### config.mk
export PLATFORM = sky130hd
export DESIGN_NAME = cpu_run_monitor
export DESIGN_NICKNAME = d
export VERILOG_FILES = /design/src/rtl/cpu_run_pkg.sv /design/src/rtl/pc_history_buf.sv /design/src/rtl/cpu_run_monitor.sv
export SDC_FILE = /design/constraint.sdc
export NUM_CORES = 1
export LEC_CHECK = 0
export ABC_AREA = 1
export BUFFER_PORTS_ARGS = -buffer_cell sky130_fd_sc_hd__buf_2
export CORE_AREA = 2 2 182 184
export CTS_BUF_LIST = sky130_fd_sc_hd__clkbuf_16
export DETAILED_ROUTE_END_ITERATION = 16
export DIE_AREA = 0 0 184 186
export GPL_ROUTABILITY_DRIVEN = 1
export PLACE_DENSITY = 0.75
export SYNTH_ARGS = -nofsm -noshare
export SYNTH_HDL_FRONTEND = slang
export SYNTH_SLANG_ARGS = --single-unit
export TNS_END_PERCENT = 5
### constraint.sdc
create_clock -name clk -period 1.91 [get_ports clk]
set_input_delay 0 -clock clk [delete_from_list [all_inputs] [get_ports clk]]
set_output_delay 0 -clock clk [all_outputs]
set_load 0.05 [all_outputs]
### src/rtl/cpu_run_pkg.sv
`default_nettype none
// ------------------------------------------------------------------
// cpu_run_pkg : run-controller state encoding and signature helper
// rev 1.0
// ------------------------------------------------------------------
package cpu_run_pkg;

  localparam logic [2:0] ST_IDLE     = 3'd0;
  localparam logic [2:0] ST_RST_CORE = 3'd1;
  localparam logic [2:0] ST_RUN      = 3'd2;
  localparam logic [2:0] ST_CHECK    = 3'd3;
  localparam logic [2:0] ST_DONE     = 3'd4;

  typedef enum logic [2:0] {
    IDLE     = ST_IDLE,
    RST_CORE = ST_RST_CORE,
    RUN      = ST_RUN,
    CHECK    = ST_CHECK,
    DONE     = ST_DONE
  } run_state_t;

  localparam int RV_XLEN = 32;

  function automatic logic [RV_XLEN-1:0] rotl1(input logic [RV_XLEN-1:0] v);
    return {v[RV_XLEN-2:0], v[RV_XLEN-1]};
  endfunction

endpackage
`default_nettype wire

### src/rtl/pc_history_buf.sv
`default_nettype none
// ------------------------------------------------------------------
// pc_history_buf : circular write-only PC buffer, read relative to newest
// rev 1.0
// ------------------------------------------------------------------
module pc_history_buf #(
  parameter int XLEN       = 32,
  parameter int HIST_DEPTH = 8
) (
  input  logic                          clk,
  input  logic                          reset,
  input  logic                          wr_en,
  input  logic [XLEN-1:0]               wr_data,
  input  logic [$clog2(HIST_DEPTH)-1:0] rd_idx,
  output logic [XLEN-1:0]               rd_data
);

  localparam int IDX_W = $clog2(HIST_DEPTH);

  logic [XLEN-1:0]  mem_q [HIST_DEPTH];
  logic [XLEN-1:0]  mem_d [HIST_DEPTH];
  logic [IDX_W-1:0] ptr_q;
  logic [IDX_W-1:0] ptr_d;
  logic [IDX_W-1:0] rd_addr;

  always_comb begin
    mem_d = mem_q;
    ptr_d = ptr_q;
    if (wr_en) begin
      mem_d[ptr_q] = wr_data;
      ptr_d        = ptr_q + IDX_W'(1);
    end
  end

  always_ff @(posedge clk) begin
    if (reset) begin
      for (int i = 0; i < HIST_DEPTH; i++) begin
        mem_q[i] <= '0;
      end
      ptr_q <= '0;
    end else begin
      mem_q <= mem_d;
      ptr_q <= ptr_d;
    end
  end

  // Depth is a power of two, so the modulo falls out of the pointer width.
  assign rd_addr = ptr_q - IDX_W'(1) - rd_idx;
  assign rd_data = mem_q[rd_addr];

endmodule
`default_nettype wire

### src/rtl/cpu_run_monitor.sv
`default_nettype none
// ------------------------------------------------------------------
// cpu_run_monitor : core reset sequencer, write-back signature, halt/timeout checker
// rev 1.0
// ------------------------------------------------------------------
module cpu_run_monitor
  import cpu_run_pkg::*;
#(
  parameter int              XLEN        = 32,
  parameter int              CNT_W       = 16,
  parameter int              RST_CYCLES  = 2,
  parameter int              MAX_CYCLES  = 1024,
  parameter int              HALT_CYCLES = 4,
  parameter int              HIST_DEPTH  = 8,
  parameter logic [XLEN-1:0] SIG_SEED    = 32'hFFFF_FFFF
) (
  input  logic                          clk,
  input  logic                          reset,
  input  logic                          start,
  input  logic [XLEN-1:0]               expected_sig,
  input  logic [CNT_W-1:0]              expected_wr_cnt,
  input  logic [XLEN-1:0]               pc_addr,
  input  logic                          reg_write,
  input  logic [XLEN-1:0]               wb_data,
  input  logic [$clog2(HIST_DEPTH)-1:0] hist_idx,
  output logic                          core_reset_n,
  output logic                          busy,
  output logic                          done,
  output logic                          pass,
  output logic                          timeout,
  output logic [CNT_W-1:0]              cycle_cnt,
  output logic [CNT_W-1:0]              wr_cnt,
  output logic [XLEN-1:0]               signature,
  output logic [XLEN-1:0]               hist_pc
);

  localparam int RST_W = $clog2(RST_CYCLES + 1);
  localparam int STB_W = $clog2(HALT_CYCLES + 1);

  run_state_t       state_q, state_d;
  logic [RST_W-1:0] rst_cnt_q, rst_cnt_d;
  logic             core_reset_n_q, core_reset_n_d;
  logic [CNT_W-1:0] cycle_cnt_q, cycle_cnt_d;
  logic [CNT_W-1:0] wr_cnt_q, wr_cnt_d;
  logic [XLEN-1:0]  sig_q, sig_d;
  logic [XLEN-1:0]  pc_prev_q, pc_prev_d;
  logic             pc_prev_vld_q, pc_prev_vld_d;
  logic [STB_W-1:0] stable_q, stable_d;
  logic             pass_q, pass_d;
  logic             timeout_q, timeout_d;

  logic             hist_wr;
  logic             hist_clr;
  logic             pc_match;
  logic [XLEN-1:0]  sig_rot;

  generate
    if (XLEN == RV_XLEN) begin : g_rotl_pkg
      assign sig_rot = rotl1(sig_q);
    end else begin : g_rotl_generic
      assign sig_rot = {sig_q[XLEN-2:0], sig_q[XLEN-1]};
    end
  endgenerate

  // The first RUN cycle has no previous PC, so it can never count as unchanged.
  assign pc_match = pc_prev_vld_q && (pc_addr == pc_prev_q);

  always_comb begin
    state_d        = state_q;
    rst_cnt_d      = rst_cnt_q;
    core_reset_n_d = core_reset_n_q;
    cycle_cnt_d    = cycle_cnt_q;
    wr_cnt_d       = wr_cnt_q;
    sig_d          = sig_q;
    pc_prev_d      = pc_prev_q;
    pc_prev_vld_d  = pc_prev_vld_q;
    stable_d       = stable_q;
    pass_d         = pass_q;
    timeout_d      = timeout_q;
    hist_wr        = 1'b0;
    hist_clr       = 1'b0;

    case (state_q)
      IDLE, DONE: begin
        if (start) begin
          state_d        = RST_CORE;
          rst_cnt_d      = '0;
          core_reset_n_d = 1'b0;
          cycle_cnt_d    = '0;
          wr_cnt_d       = '0;
          sig_d          = SIG_SEED;
          pc_prev_vld_d  = 1'b0;
          stable_d       = '0;
          pass_d         = 1'b0;
          timeout_d      = 1'b0;
          hist_clr       = 1'b1;
        end
      end
      RST_CORE: begin
        if (rst_cnt_q == RST_W'(RST_CYCLES - 1)) begin
          state_d        = RUN;
          core_reset_n_d = 1'b1;
        end else begin
          rst_cnt_d = rst_cnt_q + RST_W'(1);
        end
      end
      RUN: begin
        cycle_cnt_d   = cycle_cnt_q + CNT_W'(1);
        hist_wr       = 1'b1;
        pc_prev_d     = pc_addr;
        pc_prev_vld_d = 1'b1;
        stable_d      = pc_match ? stable_q + STB_W'(1) : '0;
        if (reg_write) begin
          sig_d = sig_rot ^ wb_data;
          if (wr_cnt_q != '1) begin
            wr_cnt_d = wr_cnt_q + CNT_W'(1);
          end
        end
        // Halt is tested first so it wins when it lands on the last allowed cycle.
        if (pc_match && (stable_q == STB_W'(HALT_CYCLES - 1))) begin
          state_d = CHECK;
        end else if (cycle_cnt_q == CNT_W'(MAX_CYCLES - 1)) begin
          state_d   = CHECK;
          timeout_d = 1'b1;
        end
      end
      CHECK: begin
        pass_d         = !timeout_q && (sig_q == expected_sig) && (wr_cnt_q == expected_wr_cnt);
        core_reset_n_d = 1'b0;
        state_d        = DONE;
      end
      default: begin
        state_d = IDLE;
      end
    endcase
  end

  always_ff @(posedge clk) begin
    if (reset) begin
      state_q        <= IDLE;
      rst_cnt_q      <= '0;
      core_reset_n_q <= 1'b0;
      cycle_cnt_q    <= '0;
      wr_cnt_q       <= '0;
      sig_q          <= SIG_SEED;
      pc_prev_q      <= '0;
      pc_prev_vld_q  <= 1'b0;
      stable_q       <= '0;
      pass_q         <= 1'b0;
      timeout_q      <= 1'b0;
    end else begin
      state_q        <= state_d;
      rst_cnt_q      <= rst_cnt_d;
      core_reset_n_q <= core_reset_n_d;
      cycle_cnt_q    <= cycle_cnt_d;
      wr_cnt_q       <= wr_cnt_d;
      sig_q          <= sig_d;
      pc_prev_q      <= pc_prev_d;
      pc_prev_vld_q  <= pc_prev_vld_d;
      stable_q       <= stable_d;
      pass_q         <= pass_d;
      timeout_q      <= timeout_d;
    end
  end

  // Restarting a run also wipes old history entries, which read back as zero.
  pc_history_buf #(
    .XLEN       (XLEN),
    .HIST_DEPTH (HIST_DEPTH)
  ) u_hist (
    .clk     (clk),
    .reset   (reset | hist_clr),
    .wr_en   (hist_wr),
    .wr_data (pc_addr),
    .rd_idx  (hist_idx),
    .rd_data (hist_pc)
  );

  assign core_reset_n = core_reset_n_q;
  assign busy         = (state_q == RST_CORE) || (state_q == RUN) || (state_q == CHECK);
  assign done         = (state_q == DONE);
  assign pass         = pass_q;
  assign timeout      = timeout_q;
  assign cycle_cnt    = cycle_cnt_q;
  assign wr_cnt       = wr_cnt_q;
  assign signature    = sig_q;

endmodule
`default_nettype wire

; After elaboration in Yosys (flattened, before gate mapping)
; Index checks and enable logic that the tools add are counted.
; W data, S select, Z words.
[word_totals]
ff_bits = 367
inputBits = 119
wordCells = 111
[op_classes]
bitwise_logic = 4
addsub = 7
order_cmp = 3
eq_ne = 19
n_mux = 36
n_reduce_logical = 22
[op_table]
columns = operator, n
row1 = $bwmux W256, 1
row2 = $mux W32, 5
row3 = $bmux W32 S3, 1
row4 = $demux W32 S3, 1
row5 = $eq A32 B32 Y1, 2
row6 = $pmux W16 S2, 2
row7 = $pmux W32 S2, 1
row8 = $mux W16, 3
row9 = $add A16 B1 Y16 const B, 2
row10 = $xor A32 B32 Y32, 1
row11 = $mux W3, 6
row12 = $eq A16 B10 Y1 const B, 1
row13 = $eq A16 B16 Y1, 1
row14 = $ne A16 B16 Y1 const B, 1
row15 = $ne A2 B2 Y1 const B, 7
row16 = $pmux W3 S4, 1
row17 = $reduce_and A3 Y1, 4
row18 = $eq A3 B2 Y1 const B, 3
row19 = $ge A4 B4 Y1 const B, 2
row20 = $not A3 Y4, 2
row21 = $reduce_and A4 Y1, 2
row22 = $mux W1, 7
row23 = $add A3 B1 Y3 const B, 2
row24 = $pmux W1 S2, 3
row25 = other kinds (21), 30

; Logic depth before layout (Yosys ltp)
[logic_depth]
ltp_word = 6
depth_mapped = 13
depth_no_buf = 13

; Hierarchy
; Synthesis repeated with hierarchy kept, for this count alone.
[unflattened]
hier_cells = 2860
area_unflattened_um2 = 18317.6
[modules_own_cells]
columns = mod, cells_each, n_inst, area_per_inst_um2
row1 = pc_history_buf, 2006, 1, 12431.9
row2 = cpu_run_monitor, 854, 1, 5885.6

; Worst setup path before layout
; OpenSTA, ideal clock, no wires.
[synth_path]
path_kind = reg-to-output
startpoint = register u_hist.ptr_q[0]
endpoint = output hist_pc[10]
path_slack_ps = -856
path_stages_with_launch = 9
n_path_buf = 3
arrival_time_ps = 2766
t_required_ps = 1910
path_cell_list = dfxtp_1 > ha_1 > inv_1 > fa_1 > clkbuf_1 > clkbuf_1 > clkbuf_1 > o211ai_1 > a31oi_1
[synth_via]
elab_chain_cells = 6
[synth_rtl]
columns = element, line_no
row1 = "start, declared", pc_history_buf.sv:22  ; logic [IDX_W-1:0] ptr_q;
row2 = "start signal, assigned", pc_history_buf.sv:43  ; ptr_q <= ptr_d;
row3 = $sub A3 B1 Y3, pc_history_buf.sv:48  ; assign rd_addr = ptr_q - IDX_W'(1) - rd_idx;
row4 = $sub A3 B3 Y3, pc_history_buf.sv:48
row5 = $not A3 Y4 (not written as such), pc_history_buf.sv:49  ; assign rd_data = mem_q[rd_addr];
row6 = $bmux W32 S3, pc_history_buf.sv:49
row7 = $mux W32 (not written as such) (2 in series), pc_history_buf.sv:49
row8 = "end, declared", cpu_run_monitor.sv:34  ; output logic [XLEN-1:0] hist_pc
; No other way between the ends. The select of a mux whose other input is x is not followed.

; Final worst setup path
[layout_path]
startpoint = register u_hist.ptr_q[0]
endpoint = output hist_pc[23]
; The elaborated chain is that of the path after synthesis.

==> flow_summary.ini <==
[status]
outcome = complete, but fails checks
violations = negative setup slack

[yosys]
yosys.area.top_type = dfxtp_1
synth_cell_types = 43
syn_avg_cell_area_um2 = 7.401
syn_nets = 2370
syn-instance-count = 2243
ys_ff_latch = 367
synth_top_area_share_pct = 44.26
ys_warn_count = 0
synthTopCellsByArea = dfxtp_1 (44%), o21ai_0 (13%), a21oi_1 (11%)
synthFlopType = dfxtp_1
syn_area_um2 = 16600
synth_edf_count = 0
synth_async_sr_flop_share_pct = 0
synth.most_common_cell = o21ai_0
synth_commonest_cells = o21ai_0 (445), a21oi_1 (369), dfxtp_1 (367), inv_1 (205), nand2_1 (199)
seq_area_frac_synth_pct = 44.26

[power]
p_leak_nw = 8.651
power_density_nw_per_um2 = 1150
irDropWorstVdd_v = 0.001172
total_power_w = 0.02530

[timing]
drv_slew = 0
fin_skew_ns = 0.01532
fin_ws_ns = -0.9755
final.setup.tns_ns = -28.86
worst_slew_margin_rel_pct = 66.45
hold_slack_ns = 0.01324
setup_viol = 32
period_minus_slack_ns = 2.886
min_period_over_period_pct = 151.1
finalHoldViolations = 0
worst_pin_slew_ns = 0.4994
rsz0062_at_grt = yes
clock.fmax_mhz = 346.6

[worst_setup_path]
crit_fanout = 11
cp.arrival_ns = 2.89
cp_cell_sequence = ha_4 -> inv_2 -> fa_4 -> buf_12 -> buf_12 -> clkbuf_16 -> a21oi_2 -> o21ai_2 -> a31oi_4 -> buf_6
start_kind = flip-flop
cpPeakStageDelay_ns = 0.65
crit_slowest_cell = fa_4
endpoint_kind = primary output
cpMostUsedCell = buf_12
critPathKind = flip-flop to primary output
required_ns = 1.91

[worst_hold_path]
min_path_type = input port to flip-flop

[finish]
layout.nets = 2659
area_growth_pct = 32.60
fin_util_pct = 68.35
drive_gt1_share_pct = 20.01

[drt]
totalWireLength_um = 55540
drc = 0
drt-initial-drc-count = 1554
wl_per_cell_um = 18.69
ant_nets = 0
firstDrtPassIters = 6
vias = 17190
avgViaCountPerCell = 5.787

[die]
num_rows = 66
die_y_um = 186
die_x_um = 184
dieArea_um2 = 34220
io_pins = 220
initial_core_util_pct = 51.55
core_um2 = 32210

[placement]
gp_congestion = 0.9838
io_buffers = 219
dp_hpwl_um = 35910

[run]
max_cap_violations = 0

[cts]
clock-root-buffer = clkbuf_16
cts_max_level = 2
clkTransAtPathRegs_ns = 0.06
tritoncts = done
clock_latency_ns = 0.54
clockBufferDepth = 3
cts-buffers-inserted = 41
cts.sinks = 367

[grt]
grt_usage_pct = 31.41
first_global_vias = 16470
antenna_found_initial = 6
grt_pass1_wl_um = 85780
overflow = 0
grt_max_degree = 62
==> registers in the layout, indices dropped and copies added (netlist names), 2 cells and up <==
signal        count
cycle_cnt        16
pc_prev_q        32
rst_cnt_q         2
signature        32
stable_q          3
state_q           3
u_hist.mem_q    256
u_hist.ptr_q      3
wr_cnt           16
==> placed cells by master (no fill, tap or decap), types with 5 or more instances in the layout <==
master           n
a211oi_1         5
a21oi_1        348
a21oi_2         21
a221oi_1         6
a31oi_4         32
buf_12          34
buf_16           5
buf_2          187
buf_4           64
buf_6           31
clkbuf_16       46
clkinv_1        32
clkinv_2         6
dfxtp_1        363
dlygate4sd3_1   81
ha_1             5
inv_1          210
inv_2           15
mux2i_1         32
nand2_1        198
nand2_2          6
nand3_1         25
nand4_1         14
nor2_1         142
nor2_2          19
nor2_4          11
nor3_1          12
nor4_1           5
o211ai_1        57
o21ai_0        374
o21ai_1         62
o21ai_2         14
o22ai_1         12
xnor2_1          7
xor2_1          44
==> final timing paths <==
path / startpoint / end / slack (ns) / cells after the start
setup / recovery: u_hist.ptr_q[0] / hist_pc[23] / -0.98 / 10
hold / removal: expected_wr_cnt[2] / pass / 0.01 / 8
setup reg to reg: state_q[1] / signature[18] / 0.07 / 9
hold reg to reg: u_hist.mem_q[22] / u_hist.mem_q[22] / 0.45 / 2
==> worst max-delay path, delay by kind of cell, from the launching register on <==
family	cells	cell delay, ns
compound gates	3	0.47
fa+ha+maj	2	0.80
buf+inv	5	0.74
flops	1	0.33
==> cell type report <==
| type | instances | area [µm²] |
|---|---|---|
| Antenna cell | 4 | 10.01 |
| Clock buffer | 43 | 1076 |
| Inverter | 241 | 904.6 |
| Multi-Input combinational cell | 1476 | 8511 |
| Fill cell | 2552 | 10190 |
| Timing Repair Buffer | 405 | 3470 |
| Sequential cell | 367 | 7352 |
| Tap cell | 408 | 510.5 |
| Clock inverter | 27 | 178.9 |
==> per-stage QoR <==
step           cells  instance area, µm²  worst slack, ns
2_1_floorplan   2243               17230          -0.1666
4_1_cts         2964               21770          -0.9663
5_1_grt         2970               22010           -1.032
3_5_place_dp    2808               19330          -0.4674
3_3_place_gp    2808               19330          -0.4288
6_report        2971               22010          -0.9755
==> power by group <==
group / total (W) / leakage [nW] / internal, W / switching [W]
Combinational: 0.00909 / 5.03 / 0.00310 / 0.00599
Clock: 0.00746 / 0.655 / 0.00432 / 0.00314
Sequential: 0.00875 / 2.97 / 0.00825 / 0.000505
==> metal layers <==
| metal | GRT usage, % | up-vias | part of all wire, % | routed length [µm] |
|---|---|---|---|---|
| met3 | 5.791 | 137 | 7.4 | 4121 |
| met4 | 14.27 | 4 | 3.8 | 2088 |
| met2 | 54.60 | 753 | 49 | 27100 |
| met1 | 37.83 | 8100 | 40 | 22200 |
| met5 | 0 | - | 0.047 | 26 |
| li1 | - | 8200 | - | - |
==> what timing repair did <==
action / CTS / global route
pin swaps: 21 / 17
gates cloned: 3 / 3
setup buffers: 2 / 1
setup endpoints to repair: 57 / 93
hold endpoints to repair: 330 / 0
gates resized for setup: 113 / 77
hold buffers: 81 / 0
==> logic make-up (layout without fill, tap and decap cells) <==
| kind of cell | Yosys count | after routing | synth area share, % |
|---|---|---|---|
| DFF | 367 | 367 | 44.26 |
| xor gates and xnor gates | 53 | 53 | 2.796 |
| muxes | 32 | 32 | 1.929 |
| adders and majority gates | 8 | 8 | 0.6482 |
| AOI/OAI and AO/OA | 944 | 944 | 30.19 |
| and+or+nand+nor | 439 | 439 | 10.82 |
| buffers and inverters | 400 | 716 | 9.368 |
| other | 0 | 4 | 0 |
Power figures use the tool's default switching activity.
